## src/rtl/bp_pkg.sv

```systemverilog
// bp_pkg -- shared definitions for the branch direction predictor.
//
// Contents:
//   BP_IDX_W / bp_idx_t : default table index width and index type
//   BP_CTR_W / BP_CTR_INIT : default counter width and "weakly taken" init value
//   ctr_max()  : saturation ceiling of a counter of a given width (all ones)
//   ctr_init() : weakly-taken value of a counter of a given width (MSB set only)
package bp_pkg;

  localparam int unsigned BP_IDX_W = 6;
  typedef logic [BP_IDX_W-1:0] bp_idx_t;

  localparam int unsigned BP_CTR_W = 2;

  // Largest value a ctr_w-bit counter may hold; increments stop here.
  function automatic int unsigned ctr_max(input int unsigned ctr_w);
    return (32'd1 << ctr_w) - 32'd1;
  endfunction

  // Weakly taken: only the MSB set, so a single not-taken flips the prediction.
  function automatic int unsigned ctr_init(input int unsigned ctr_w);
    return 32'd1 << (ctr_w - 32'd1);
  endfunction

  localparam logic [BP_CTR_W-1:0] BP_CTR_INIT = BP_CTR_W'(ctr_init(BP_CTR_W));

endpackage

```

## src/rtl/bp_sat_update.sv

```systemverilog
// bp_sat_update -- combinational next state of one saturating counter.
//
// Ports:
//   ctr_i   in  CTR_W  current counter value
//   taken_i in  1      resolved outcome (1 = count up, 0 = count down)
//   ctr_o   out CTR_W  next value, clamped to [0, 2^CTR_W-1] (never wraps)
module bp_sat_update
  import bp_pkg::*;
#(
  parameter int CTR_W = 2
) (
  input  logic [CTR_W-1:0] ctr_i,
  input  logic             taken_i,
  output logic [CTR_W-1:0] ctr_o
);

  localparam logic [CTR_W-1:0] CTR_MAX = CTR_W'(ctr_max(CTR_W));
  localparam logic [CTR_W-1:0] CTR_ONE = CTR_W'(1);

  always_comb begin
    ctr_o = ctr_i;
    if (taken_i) begin
      if (ctr_i != CTR_MAX) begin
        ctr_o = ctr_i + CTR_ONE;
      end
    end else begin
      if (ctr_i != '0) begin
        ctr_o = ctr_i - CTR_ONE;
      end
    end
  end

endmodule

```

## src/rtl/branch_history_predictor.sv

```systemverilog
// branch_history_predictor -- table of saturating counters predicting branch
// direction, indexed by PC bits (bimodal) or PC XOR global history (gshare).
//
// Build option: define GSHARE_EN to add the HIST_W-bit global history register
// and hash it into the lookup index. Without it the predictor is bimodal and
// HIST_W has no effect on the hardware.
//
// Ports:
//   clk, rst_n                    clock, asynchronous active-low reset
//   req_valid, req_pc             lookup request from fetch
//   pred_valid, pred_taken, pred_idx  registered prediction (1-cycle latency);
//                                 taken/idx hold when no lookup is issued
//   upd_valid, upd_idx, upd_taken, upd_pred  training from execute
//   mispred_cnt                   saturating count of mispredicted updates
module branch_history_predictor
  import bp_pkg::*;
#(
  parameter int IDX_W  = 6,
  parameter int CTR_W  = 2,
  parameter int HIST_W = 6,
  parameter int STAT_W = 16
) (
  input  logic              clk,
  input  logic              rst_n,
  input  logic              req_valid,
  input  logic [IDX_W-1:0]  req_pc,
  output logic              pred_valid,
  output logic              pred_taken,
  output logic [IDX_W-1:0]  pred_idx,
  input  logic              upd_valid,
  input  logic [IDX_W-1:0]  upd_idx,
  input  logic              upd_taken,
  input  logic              upd_pred,
  output logic [STAT_W-1:0] mispred_cnt
);

  localparam int DEPTH = 1 << IDX_W;
  localparam logic [CTR_W-1:0] CTR_INIT = CTR_W'(ctr_init(CTR_W));

  typedef logic [IDX_W-1:0] idx_t;
  typedef logic [CTR_W-1:0] ctr_t;

  // Elaboration-time parameter sanity.
  if (CTR_W < 2) begin : g_bad_ctr_w
    $error("branch_history_predictor: CTR_W must be at least 2");
  end
  if (HIST_W < 1 || HIST_W > IDX_W) begin : g_bad_hist_w
    $error("branch_history_predictor: HIST_W must be in 1..IDX_W");
  end

  // ---------------------------------------------------------------------------
  // Counter table: one flop group per entry so the async reset can initialise
  // every counter to weakly taken.
  // ---------------------------------------------------------------------------
  ctr_t             table_rd [DEPTH];
  logic [DEPTH-1:0] msb_vec;
  ctr_t             upd_ctr;
  ctr_t             upd_ctr_next;

  assign upd_ctr = table_rd[upd_idx];

  bp_sat_update #(
    .CTR_W (CTR_W)
  ) u_sat_update (
    .ctr_i   (upd_ctr),
    .taken_i (upd_taken),
    .ctr_o   (upd_ctr_next)
  );

  for (genvar gi = 0; gi < DEPTH; gi++) begin : g_entry
    ctr_t ctr_q;
    ctr_t ctr_d;

    always_comb begin
      ctr_d = ctr_q;
      if (upd_valid && (upd_idx == idx_t'(gi))) begin
        ctr_d = upd_ctr_next;
      end
    end

    always_ff @(posedge clk or negedge rst_n) begin
      if (!rst_n) begin
        ctr_q <= CTR_INIT;
      end else begin
        ctr_q <= ctr_d;
      end
    end

    assign table_rd[gi] = ctr_q;
    assign msb_vec[gi]  = ctr_q[CTR_W-1];
  end

  // ---------------------------------------------------------------------------
  // Lookup index. The lookup uses the history as it stands before any update
  // presented in the same cycle.
  // ---------------------------------------------------------------------------
  idx_t lookup_idx;

`ifdef GSHARE_EN
  logic [HIST_W-1:0] hist_q;
  logic [HIST_W-1:0] hist_d;

  always_comb begin
    hist_d = hist_q;
    if (upd_valid) begin
      // Shift left, newest outcome in bit 0; the cast drops the oldest bit.
      hist_d = HIST_W'({hist_q, upd_taken});
    end
  end

  always_ff @(posedge clk or negedge rst_n) begin
    if (!rst_n) begin
      hist_q <= '0;
    end else begin
      hist_q <= hist_d;
    end
  end

  assign lookup_idx = req_pc ^ idx_t'(hist_q);
`else
  assign lookup_idx = req_pc;
`endif

  // ---------------------------------------------------------------------------
  // Prediction registers. Table read is pre-update (no bypass), so a same-cycle
  // update to the looked-up entry is only visible to the next lookup.
  // ---------------------------------------------------------------------------
  logic pred_valid_q, pred_valid_d;
  logic pred_taken_q, pred_taken_d;
  idx_t pred_idx_q,   pred_idx_d;

  always_comb begin
    pred_valid_d = req_valid;
    pred_taken_d = pred_taken_q;
    pred_idx_d   = pred_idx_q;
    if (req_valid) begin
      pred_taken_d = msb_vec[lookup_idx];
      pred_idx_d   = lookup_idx;
    end
  end

  always_ff @(posedge clk or negedge rst_n) begin
    if (!rst_n) begin
      pred_valid_q <= 1'b0;
      pred_taken_q <= 1'b0;
      pred_idx_q   <= '0;
    end else begin
      pred_valid_q <= pred_valid_d;
      pred_taken_q <= pred_taken_d;
      pred_idx_q   <= pred_idx_d;
    end
  end

  assign pred_valid = pred_valid_q;
  assign pred_taken = pred_taken_q;
  assign pred_idx   = pred_idx_q;

  // ---------------------------------------------------------------------------
  // Mispredict statistics, saturating at all ones.
  // ---------------------------------------------------------------------------
  logic [STAT_W-1:0] mispred_q, mispred_d;

  always_comb begin
    mispred_d = mispred_q;
    if (upd_valid && (upd_taken != upd_pred) && (mispred_q != '1)) begin
      mispred_d = mispred_q + STAT_W'(1);
    end
  end

  always_ff @(posedge clk or negedge rst_n) begin
    if (!rst_n) begin
      mispred_q <= '0;
    end else begin
      mispred_q <= mispred_d;
    end
  end

  assign mispred_cnt = mispred_q;

endmodule

```

## config.mk

```make
export PLATFORM = sky130hd
export DESIGN_NAME = branch_history_predictor
export DESIGN_NICKNAME = d
export VERILOG_FILES = /design/src/rtl/bp_pkg.sv /design/src/rtl/bp_sat_update.sv /design/src/rtl/branch_history_predictor.sv
export SDC_FILE = /design/constraint.sdc
export NUM_CORES = 1
export LEC_CHECK = 0
export CAP_MARGIN = 25
export CORE_MARGIN = 2
export CORE_UTILIZATION = 64
export DETAILED_ROUTE_END_ITERATION = 10
export GPL_ROUTABILITY_DRIVEN = 0
export PLACE_DENSITY_LB_ADDON = 0.3
export REMOVE_ABC_BUFFERS = 1
export SLEW_MARGIN = 0
export SYNTH_ARGS = -nofsm -noshare
export SYNTH_HDL_FRONTEND = slang
export SYNTH_HIERARCHICAL = 1
export SYNTH_SLANG_ARGS = --single-unit
```

## constraint.sdc

```tcl
create_clock -name clk -period 5.5 [get_ports clk]
set_input_delay 1.1 -clock clk [delete_from_list [all_inputs] [get_ports clk]]
set_output_delay 1.1 -clock clk [all_outputs]
set_load 0.1 [all_outputs]
```

### Word level (Yosys, flattened, before mapping)

Index checks and enable logic that the tools add are counted.

| storage, ports and cells | value |
|---|---|
| input bits | 18 |
| bits in registers | 152 |
| output and inout bits | 24 |
| word-level logic and storage cells | 216 |

| operators by class | value |
|---|---|
| add/sub/neg operators | 3 |
| bitwise logic cells | 1 |
| eq/ne operators | 66 |
| $lt $le $gt $ge | 2 |
| reductions and logical operators | 68 |
| multiplexer cells | 8 |

Operator list:

| cell | count |
|---|---|
| 6-bit == test, second input constant | 32 |
| 6-bit by 5-bit == test with 1-bit output, second input constant | 16 |
| 1-bit logical AND | 66 |
| 6-bit by 4-bit == test with 1-bit output, second input constant | 8 |
| 6-bit by 3-bit == test with 1-bit output, second input constant | 4 |
| 16-bit by 1-bit adder with 16-bit output, second input constant | 1 |
| 16-bit != test, second input constant | 1 |
| 2-bit binary-select mux with 6-bit select | 1 |
| 6-bit by 2-bit == test with 1-bit output, second input constant | 2 |
| 2-bit 2-to-1 mux | 5 |
| 7-bit >= comparator, second input constant | 1 |
| 6-bit by 7-bit < comparator with 1-bit output, second input constant | 1 |
| 6-bit NOT with 7-bit output | 1 |
| 1-bit binary-select mux with 6-bit select | 1 |
| 6-bit by 1-bit == test with 1-bit output, second input constant | 1 |
| 6-bit zero test | 1 |
| 2-bit by 1-bit adder with 2-bit output, second input constant | 1 |
| 2-bit != test, second input constant | 1 |
| 2-bit nonzero test | 1 |
| 2-bit by 1-bit subtractor with 2-bit output, second input constant | 1 |
| 1-bit 2-to-1 mux | 1 |
| 1-bit != test | 1 |

### Logic depth before layout (Yosys ltp)

Gate-level depths: netlist of the first run.

| depth | value |
|---|---|
| depth after elaboration | 7 |
| depth in mapped cells | 11 |

### Modules after synthesis

The synthesis of the first run kept the hierarchy.

Modules (own cells, without submodules):

| module | cells each | area an instance (um^2) | seq. area each (um^2) | instances |
|---|---|---|---|---|
| branch_history_predictor | 575 | 7821.3 | 3883.7 | 1 |
| bp_sat_update | 3 | 26.3 | 0.0 | 1 |

### Least setup slack after synthesis of the first run

OpenSTA, ideal clock, no wires.

| timing path | value |
|---|---|
| path type | in2reg |
| start point | in upd_idx[0] |
| end point | reg g_entry[11].ctr_q[0] |
| stages | 9 |
| data arrival time | 3.618 ns |
| path buffers | 3 |
| setup slack | 1.754 ns |
| cells stage by stage | buf_2 > mux4_2 > mux4_2 > a211oi_1 > a21oi_1 > maj3_2 > buf_1 > clkbuf_1 > mux2_1 |

| on the way | value |
|---|---|
| cells in the longest elaborated chain, start to end | 7 |
| elaborated cells on any way between the ends | 13 |

RTL lines:

| element | line | source |
|---|---|---|
| from (decl) | branch_history_predictor.sv:31 | `input logic [IDX_W-1:0] upd_idx,` |
| 6-bit NOT with 7-bit output (not written as such) (*) | branch_history_predictor.sv:60 | `assign upd_ctr = table_rd[upd_idx];` |
| 2-bit binary-select mux with 6-bit select (*) | branch_history_predictor.sv:60 |  |
| 2-bit 2-to-1 mux (not written as such) (*) (2 in series) | branch_history_predictor.sv:60 |  |
| via upd_ctr[1] | branch_history_predictor.sv:57 | `ctr_t upd_ctr;` |
| 2-bit != test or 2-bit nonzero test (tied branches) | bp_sat_update.sv:23, bp_sat_update.sv:27 |  |
| 2-bit 2-to-1 mux, on equally long branches | bp_sat_update.sv:23, bp_sat_update.sv:27 |  |
| 2-bit 2-to-1 mux (*) | bp_sat_update.sv:22 | `if (taken_i) begin` |
| via upd_ctr_next[0] | branch_history_predictor.sv:58 | `ctr_t upd_ctr_next;` |
| to (signal assigned) | branch_history_predictor.sv:85 | `ctr_q <= ctr_d;` |
| to (decl) | branch_history_predictor.sv:71 | `ctr_t ctr_q;` |

The timed path passes the listed nets; every way through them passes the cells marked *. The select of a mux whose other input is x is not followed.
A chain may end at the register's enable or synchronous reset.

### Final worst setup path of the first run

| timing path | value |
|---|---|
| start point | in upd_idx[0] |
| end point | reg g_entry[1].ctr_q[0] |

| on the way | value |
|---|---|
| cells in the longest elaborated chain, start to end | 7 |
| elaborated cells on any way between the ends | 13 |

RTL lines:

| element | line |
|---|---|
| 6-bit NOT with 7-bit output (not written as such) (*) | branch_history_predictor.sv:60 |
| 2-bit binary-select mux with 6-bit select (*) | branch_history_predictor.sv:60 |
| 2-bit 2-to-1 mux (not written as such) (*) (2 in series) | branch_history_predictor.sv:60 |
| via upd_ctr[1] | branch_history_predictor.sv:57 |
| 2-bit != test or 2-bit nonzero test (tied branches) | bp_sat_update.sv:23, bp_sat_update.sv:27 |
| 2-bit 2-to-1 mux, on equally long branches | bp_sat_update.sv:23, bp_sat_update.sv:27 |
| 2-bit 2-to-1 mux (*) | bp_sat_update.sv:22 |
| via upd_ctr_next[0] | branch_history_predictor.sv:58 |
| to (signal assigned) | branch_history_predictor.sv:85 |
| to (decl) | branch_history_predictor.sv:71 |

Marks and branches as above.

==> run_results.csv, run 1 <==
group,metric,value,unit
setup_path,end_kind,"flop",
sta,period_needed,4.133,ns
yosys,synth_area,7848,µm²
setup_path,required,5.80,ns
setup_path,cp_max_fo,44,
setup_path,cp-start-kind,"input pin",
drt,viasPerCell,6.561,
clock_network,cts.htree.levels,4,
die,start_util,65.33,%
drt,routed_wl,17490,µm
yosys,yosys.area_share.simple,8.243,%
clock_network,cts.sinks,152,
setup_path,r2r_slack,2.46,ns
global_route,grt_max_degree,102,
setup_path,r2r_cells,8,
clock_network,clkLatencyLatePin,0.42,ns
clock_network,clockBufferDepth,2,
finish,final_cell_mix,"125 x mux2_1, 88 x dfrtp_1, 64 x dfstp_2, 57 x nand2_1, 49 x mux4_2",
drt,firstDrtPassIters,5,
clock_network,ctsHoldBuffers,0,
yosys,synth_top_family_by_area,"multiplexers",
finish,layout-drive-gt1-share,26.41,%
finish,instances_no_fill,768,
setup_path,crit_start,"upd_idx[0]",
sta,clock.fmax,0.2419,GHz
yosys,synth-xor-area-share,1.786,%
drt,drc,0,
clock_network,cts_tree,"built",
finish,nNetsFinal,628,
placed_design,dp_hpwl,11880,µm
sta,finalHoldViolCount,0,
clock_network,ctsRootBufferMaster,"clkbuf_16",
min_path,hp-class,"flop to flop",
clock_network,cts_buffers,17,
sta,setup_violations,0,
run,cap_violations,0,
global_route,antenna_found_initial,0,
sta,rsz0062_at_grt,"false",
clock_network,clkTransAtPathRegs,0.06,ns
setup_path,r2r_end,"g_entry[1].ctr_q[0]$_DFFE_PN0P_",
global_route,grt_use_total,29.09,%
die,core_area,12010,µm²
die,die_w,114.7,µm
power_and_ir_drop,power.leakage,3.796,nW
yosys,synth_compound_area_share,1.531,%
power_and_ir_drop,peakVddDrop,0.0004229,V
yosys,ys_warn_count,6,
finish,diodes,0,
finish,final_common_cell,"mux2_1",
yosys,netlist_instances,578,
global_route,grt_overflow,0,
global_route,grt_pass1_vias,5226,
yosys,synth_mux_area_share,36.10,%
sta,finalSetupTns,0,ns
yosys,synthAdderAreaFrac,0.4464,%
die,io_pins,42,
sta,skew,0.007837,ns
clock_network,cts_setup_buffers,0,
die,die_area,13160,µm²
yosys,syn_avg_cell_area,13.58,µm²
placed_design,place_inst,735,
sta,maxSlewViolCount,0,
placed_design,io_buffers,41,
drt,drt_iter0_drc,436,
clock_network,cts_resized,0,
drt,wl_per_cell,22.77,µm
drt,vias,5039,
status,status,"finished, final reports clean",
setup_path,crit_type,"input pin to flop",
die,die_h,114.7,µm
global_route,grt_pass1_wl,28690,µm
finish,area_growth,12.98,%
setup_path,r2r_start,"g_entry[15].ctr_q[1]$_DFFE_PN1P_",
sta,max_slew_margin,29.30,%
sta,tightestPinTransition,1.057,ns
setup_path,critPathArrivalTime,4.43,ns
die,std_cell_rows,40,
yosys,ys_types,40,
power_and_ir_drop,powerDensity,359.5,nW/µm²
yosys,yosysSeqAreaShare,49.49,%
sta,fin_crit_sh,75.15,%
setup_path,cp-endpoint,"g_entry[1].ctr_q[0]$_DFFE_PN0P_",
yosys,synth_seq_cells,152,
drt,antenna_left,0,
[flip-flops by register name, indices dropped and copies added (netlist names)]
signal / flops
pred_idx: 6
pred_valid: 1
mispred_cnt: 16
g_entry.ctr_q: 128
pred_taken: 1
[kinds of logic after synthesis]
logic type | Yosys count
buffers and inverters | 43
and+or+nand+nor | 142
DFF | 152
muxes | 205
xor gates and xnor gates | 16
AOI/OAI and AO/OA | 17
adders and majority gates | 3
[cell usage after synthesis]
| cell | number | share of area (%) |
|---|---|---|
| a211oi_1 | 3 | 0.29 |
| a21o_1 | 1 | 0.096 |
| a21oi_1 | 4 | 0.26 |
| a22oi_1 | 4 | 0.38 |
| a311oi_1 | 2 | 0.22 |
| a31oi_1 | 2 | 0.16 |
| a41o_1 | 1 | 0.13 |
| and3_1 | 2 | 0.16 |
| buf_1 | 9 | 0.43 |
| buf_2 | 7 | 0.45 |
| buf_4 | 1 | 0.096 |
| buf_6 | 2 | 0.29 |
| clkbuf_1 | 19 | 0.91 |
| dfrtp_1 | 88 | 28 |
| dfstp_2 | 64 | 21 |
| ha_1 | 1 | 0.16 |
| inv_1 | 4 | 0.19 |
| inv_2 | 1 | 0.048 |
| maj3_2 | 2 | 0.29 |
| mux2_1 | 125 | 18 |
| mux2_2 | 9 | 1.3 |
| mux2i_1 | 22 | 2.8 |
| mux4_2 | 49 | 14 |
| nand2_1 | 57 | 2.7 |
| nand2b_1 | 5 | 0.40 |
| nand3_1 | 14 | 0.89 |
| nand3b_1 | 1 | 0.096 |
| nand4_1 | 6 | 0.48 |
| nor2_1 | 30 | 1.4 |
| nor2b_1 | 4 | 0.32 |
| nor3_1 | 11 | 0.70 |
| nor3b_1 | 1 | 0.096 |
| nor4_1 | 3 | 0.24 |
| nor4b_1 | 1 | 0.11 |
| or2_1 | 2 | 0.16 |
| or2_2 | 3 | 0.24 |
| or3_1 | 1 | 0.080 |
| or3b_1 | 1 | 0.11 |
| xnor2_1 | 9 | 1.0 |
| xor2_1 | 7 | 0.78 |
[critical path, cell delays in order]
cell and delay, ns:
buf_2 0.50, buf_4 0.36, mux4_2 0.56, mux4_2 0.47, a211oi_1 0.24, a21oi_1 0.10, maj3_2 0.51, buf_12 0.24
mux2_1 0.30
[metal layers]
layer  vias to the layer above  part of all wire, %  GRT usage [%]
li1                       2196                    -              -
met1                      2640                   43          40.44
met2                       162                   49          45.21
met3                        41                  5.5          6.326
met4                         0                  2.8          12.37
met5                         -                    0              0
[stage by stage]
step | power [W] | worst slack [ns] | util [%] | cell area, µm² | hold WS (ns)
finish | 0.003187 | 1.367 | 73.81 | 8866 | 0.4834
global route | 0.003306 | 1.153 | 73.81 | 8866 | 0.5004
CTS | 0.003185 | 1.143 | 73.48 | 8826 | 0.4858
detailed placement | 0.002150 | 0.7606 | 69.21 | 8313 | 0.4727
global placement | 0.002118 | 0.8716 | 69.10 | 8300 | 0.4617
floorplan | 0.001904 | 2.049 | - | 7677 | 0.4524
[layout make-up]
class / instances / area, µm²
Multi-Input combinational cell: 383 / 3775
Tap cell: 147 / 183.9
Inverter: 5 / 18.77
Fill cell: 778 / 3146
Sequential cell: 152 / 3884
Clock buffer: 27 / 493.0
Timing Repair Buffer: 50 / 491.7
Clock inverter: 4 / 20.02
[where the power goes]
group,switching [W],total (W),internal (W)
sequential,0.000120,0.00144,0.00132
clock,0.000428,0.00103,0.000607
combinational,0.000443,0.000718,0.000274
[how the worst min path moves through the flow]
stage / to / from / cells past startpoint
2_1_floorplan: g_entry[14].ctr_q[0]$_DFFE_PN0P_ / g_entry[14].ctr_q[0]$_DFFE_PN0P_ / 1
3_3_place_gp: g_entry[13].ctr_q[0]$_DFFE_PN0P_ / g_entry[13].ctr_q[0]$_DFFE_PN0P_ / 1
3_5_place_dp: g_entry[11].ctr_q[0]$_DFFE_PN0P_ / g_entry[11].ctr_q[0]$_DFFE_PN0P_ / 1
4_1_cts: g_entry[11].ctr_q[0]$_DFFE_PN0P_ / g_entry[11].ctr_q[0]$_DFFE_PN0P_ / 1
5_1_grt: g_entry[59].ctr_q[0]$_DFFE_PN0P_ / g_entry[59].ctr_q[0]$_DFFE_PN0P_ / 1
6_report: g_entry[7].ctr_q[0]$_DFFE_PN0P_ / g_entry[7].ctr_q[0]$_DFFE_PN0P_ / 1
Note: power is estimated with default switching activity, not from simulation.
==> run 2, diff against run 1 <==
CORE_UTILIZATION = 60   (was 64)
clock period = 4.2 ns   (was 5.5 ns; I/O delays follow)
==> run 2 against run 1 <==
Utilization decreased by 1.9 points; sequential share of layout area decreased by 1.2 points; critical path type unchanged; clock skew about the same; routed wire length increased by 5.2%; critical path depth unchanged; highest routed layer unchanged.
==> run_results.csv, run 2 (synthesized netlist as in run 1, its figures left out) <==
group,metric,value,unit
status,status,"finished, final reports clean",
sta,finalSetupTns,0,ns
die,die_h,118.4,µm
finish,fill_cells,860,
drt,drt_iter0_drc,532,
clock_network,cts_buffers,17,
die,die_area,14010,µm²
setup_path,cp-start-kind,"input pin",
die,start_util,61.93,%
power_and_ir_drop,p_comb_share,21.4,%
sta,fin_crit_sh,85.74,%
drt,viasPerCell,6.448,
die,io_pins,42,
sta,skew,0.008030,ns
setup_path,crit_chain,"buf_2 -> buf_12 -> mux4_2 -> mux4_2 -> a211oi_1 -> a21oi_1 -> maj3_2 -> buf_4 -> mux2_1",
die,die_w,118.4,µm
clock_network,cts.sinks,152,
finish,seqCellArea,3884,µm²
global_route,grt_pass1_vias,5434,
setup_path,slowest_delay,0.55,ns
sta,finalHoldViolCount,0,
drt,drc,0,
power_and_ir_drop,swShare,29.63,%
finish,instances_no_fill,802,
sta,clock.fmax,0.2777,GHz
clock_network,cts_setup_buffers,0,
drt,antenna_left,0,
clock_network,cts.htree.levels,4,
clock_network,clkLatencyLatePin,0.42,ns
placed_design,place_inst,770,
setup_path,cp_slowest_cell,"mux4_2",
finish,final_cell_mix,"125 x mux2_1, 88 x dfrtp_1, 64 x dfstp_2, 57 x nand2_1, 49 x mux4_2",
placed_design,io_buffers,41,
power_and_ir_drop,peakVddDrop,0.0003442,V
run,cap_violations,0,
min_path,hp-class,"flop to flop",
setup_path,critPathArrivalTime,3.90,ns
sta,rsz0062_at_grt,"false",
clock_network,clkTransAtPathRegs,0.06,ns
setup_path,crit_buf_inv,3,
clock_network,clockBufferDepth,2,
sta,period_needed,3.601,ns
global_route,grt_max_degree,104,
sta,tightestPinTransition,0.9990,ns
finish,largest_register_ffs,128,
finish,diodes,0,
sta,maxSlewViolCount,0,
global_route,grt_overflow,0,
setup_path,required,4.50,ns
setup_path,critical-path-top-delay-family,"multiplexers",
power_and_ir_drop,p_switching,0.001324,W
power_and_ir_drop,powerDensity,490.8,nW/µm²
placed_design,dp_hpwl,12980,µm
finish,area_growth,16.04,%
setup_path,crit_type,"input pin to flop",
finish,final_common_cell,"mux2_1",
finish,regMostFlops,"g_entry.ctr_q",
drt,wl_per_cell,22.94,µm
drt,routed_wl,18400,µm
die,core_area,12670,µm²
sta,max_slew_margin,33.19,%
clock_network,ctsHoldBuffers,0,
power_and_ir_drop,pwr-share-seq,42.1,%
finish,nNetsFinal,636,
global_route,grt_use_total,28.31,%
sta,setup_violations,0,
setup_path,end_kind,"flop",
finish,multi_input_area,3775,µm²
clock_network,cts_resized,0,
global_route,antenna_found_initial,0,
drt,vias,5171,
global_route,grt_pass1_wl,30010,µm
setup_path,cp_max_fo,44,
power_and_ir_drop,power,0.004469,W
drt,firstDrtPassIters,6,
power_and_ir_drop,pwr-share-clk,36.5,%
setup_path,crit_top_cell,"mux4_2",
finish,layout-drive-gt1-share,28.41,%
clock_network,ctsRootBufferMaster,"clkbuf_16",
die,std_cell_rows,41,
clock_network,cts_tree,"built",
power_and_ir_drop,internal_power,0.003145,W
power_and_ir_drop,power.leakage,3.904,nW
==> run 2: final timing paths <==
path | startpoint | to | slack, ns | cells after the start
setup / recovery | upd_idx[0] | g_entry[29].ctr_q[0]$_DFFE_PN0P_ | 0.60 | 9
hold / removal | g_entry[63].ctr_q[0]$_DFFE_PN0P_ | g_entry[63].ctr_q[0]$_DFFE_PN0P_ | 0.48 | 1
setup reg to reg | g_entry[7].ctr_q[1]$_DFFE_PN1P_ | g_entry[29].ctr_q[0]$_DFFE_PN0P_ | 1.22 | 8
hold reg to reg | g_entry[63].ctr_q[0]$_DFFE_PN0P_ | g_entry[63].ctr_q[0]$_DFFE_PN0P_ | 0.48 | 1
max in group asynchronous | rst_n | g_entry[41].ctr_q[1]$_DFFE_PN1P_ | 2.85 | 2
min in group asynchronous | rst_n | pred_idx[2]$_DFFE_PN0P_ | 0.54 | 1
==> run 2: routing by layer <==
| layer | vias to the layer above | track usage (%) | wire length [µm] |
|---|---|---|---|
| met1 | 2691 | 37.59 | 7422 |
| met4 | 0 | 9.789 | 490 |
| met3 | 45 | 8.060 | 1435 |
| met5 | - | 0 | 0 |
| met2 | 234 | 45.05 | 9050 |
| li1 | 2201 | - | - |
==> run 2: layout make-up <==
class                           count  share of cell area, %
Tap cell                          172                  2.363
Sequential cell                   152                  42.65
Inverter                            5                 0.2061
Clock inverter                      6                  1.182
Timing Repair Buffer               58                  6.224
Multi-Input combinational cell    383                  41.45
Clock buffer                       26                  5.922
==> run 2: through the flow <==
stage / instance area, µm² / util (%) / setup slack [ns] / hold WS, ns
after floorplan: 7677 / - / 1.009 / 0.4524
after global placement: 8459 / 66.76 / 0.2926 / 0.4614
after detailed placement: 8459 / 66.76 / 0.2202 / 0.4691
after CTS: 9106 / 71.87 / 0.6441 / 0.4814
after global routing: 9106 / 71.87 / 0.4812 / 0.4973
final: 9106 / 71.87 / 0.5990 / 0.4752
==> run 2: power by group through the flow <==
stage / Combinational (W) / Clock, W / Sequential [W]
after detailed placement: 0.000949 / 0 / 0.00190
final: 0.000954 / 0.00163 / 0.00188
after CTS: 0.000956 / 0.00166 / 0.00188
after global routing: 0.00101 / 0.00173 / 0.00191
after global placement: 0.000915 / 0 / 0.00188
after floorplan: 0.000385 / 0 / 0.00211
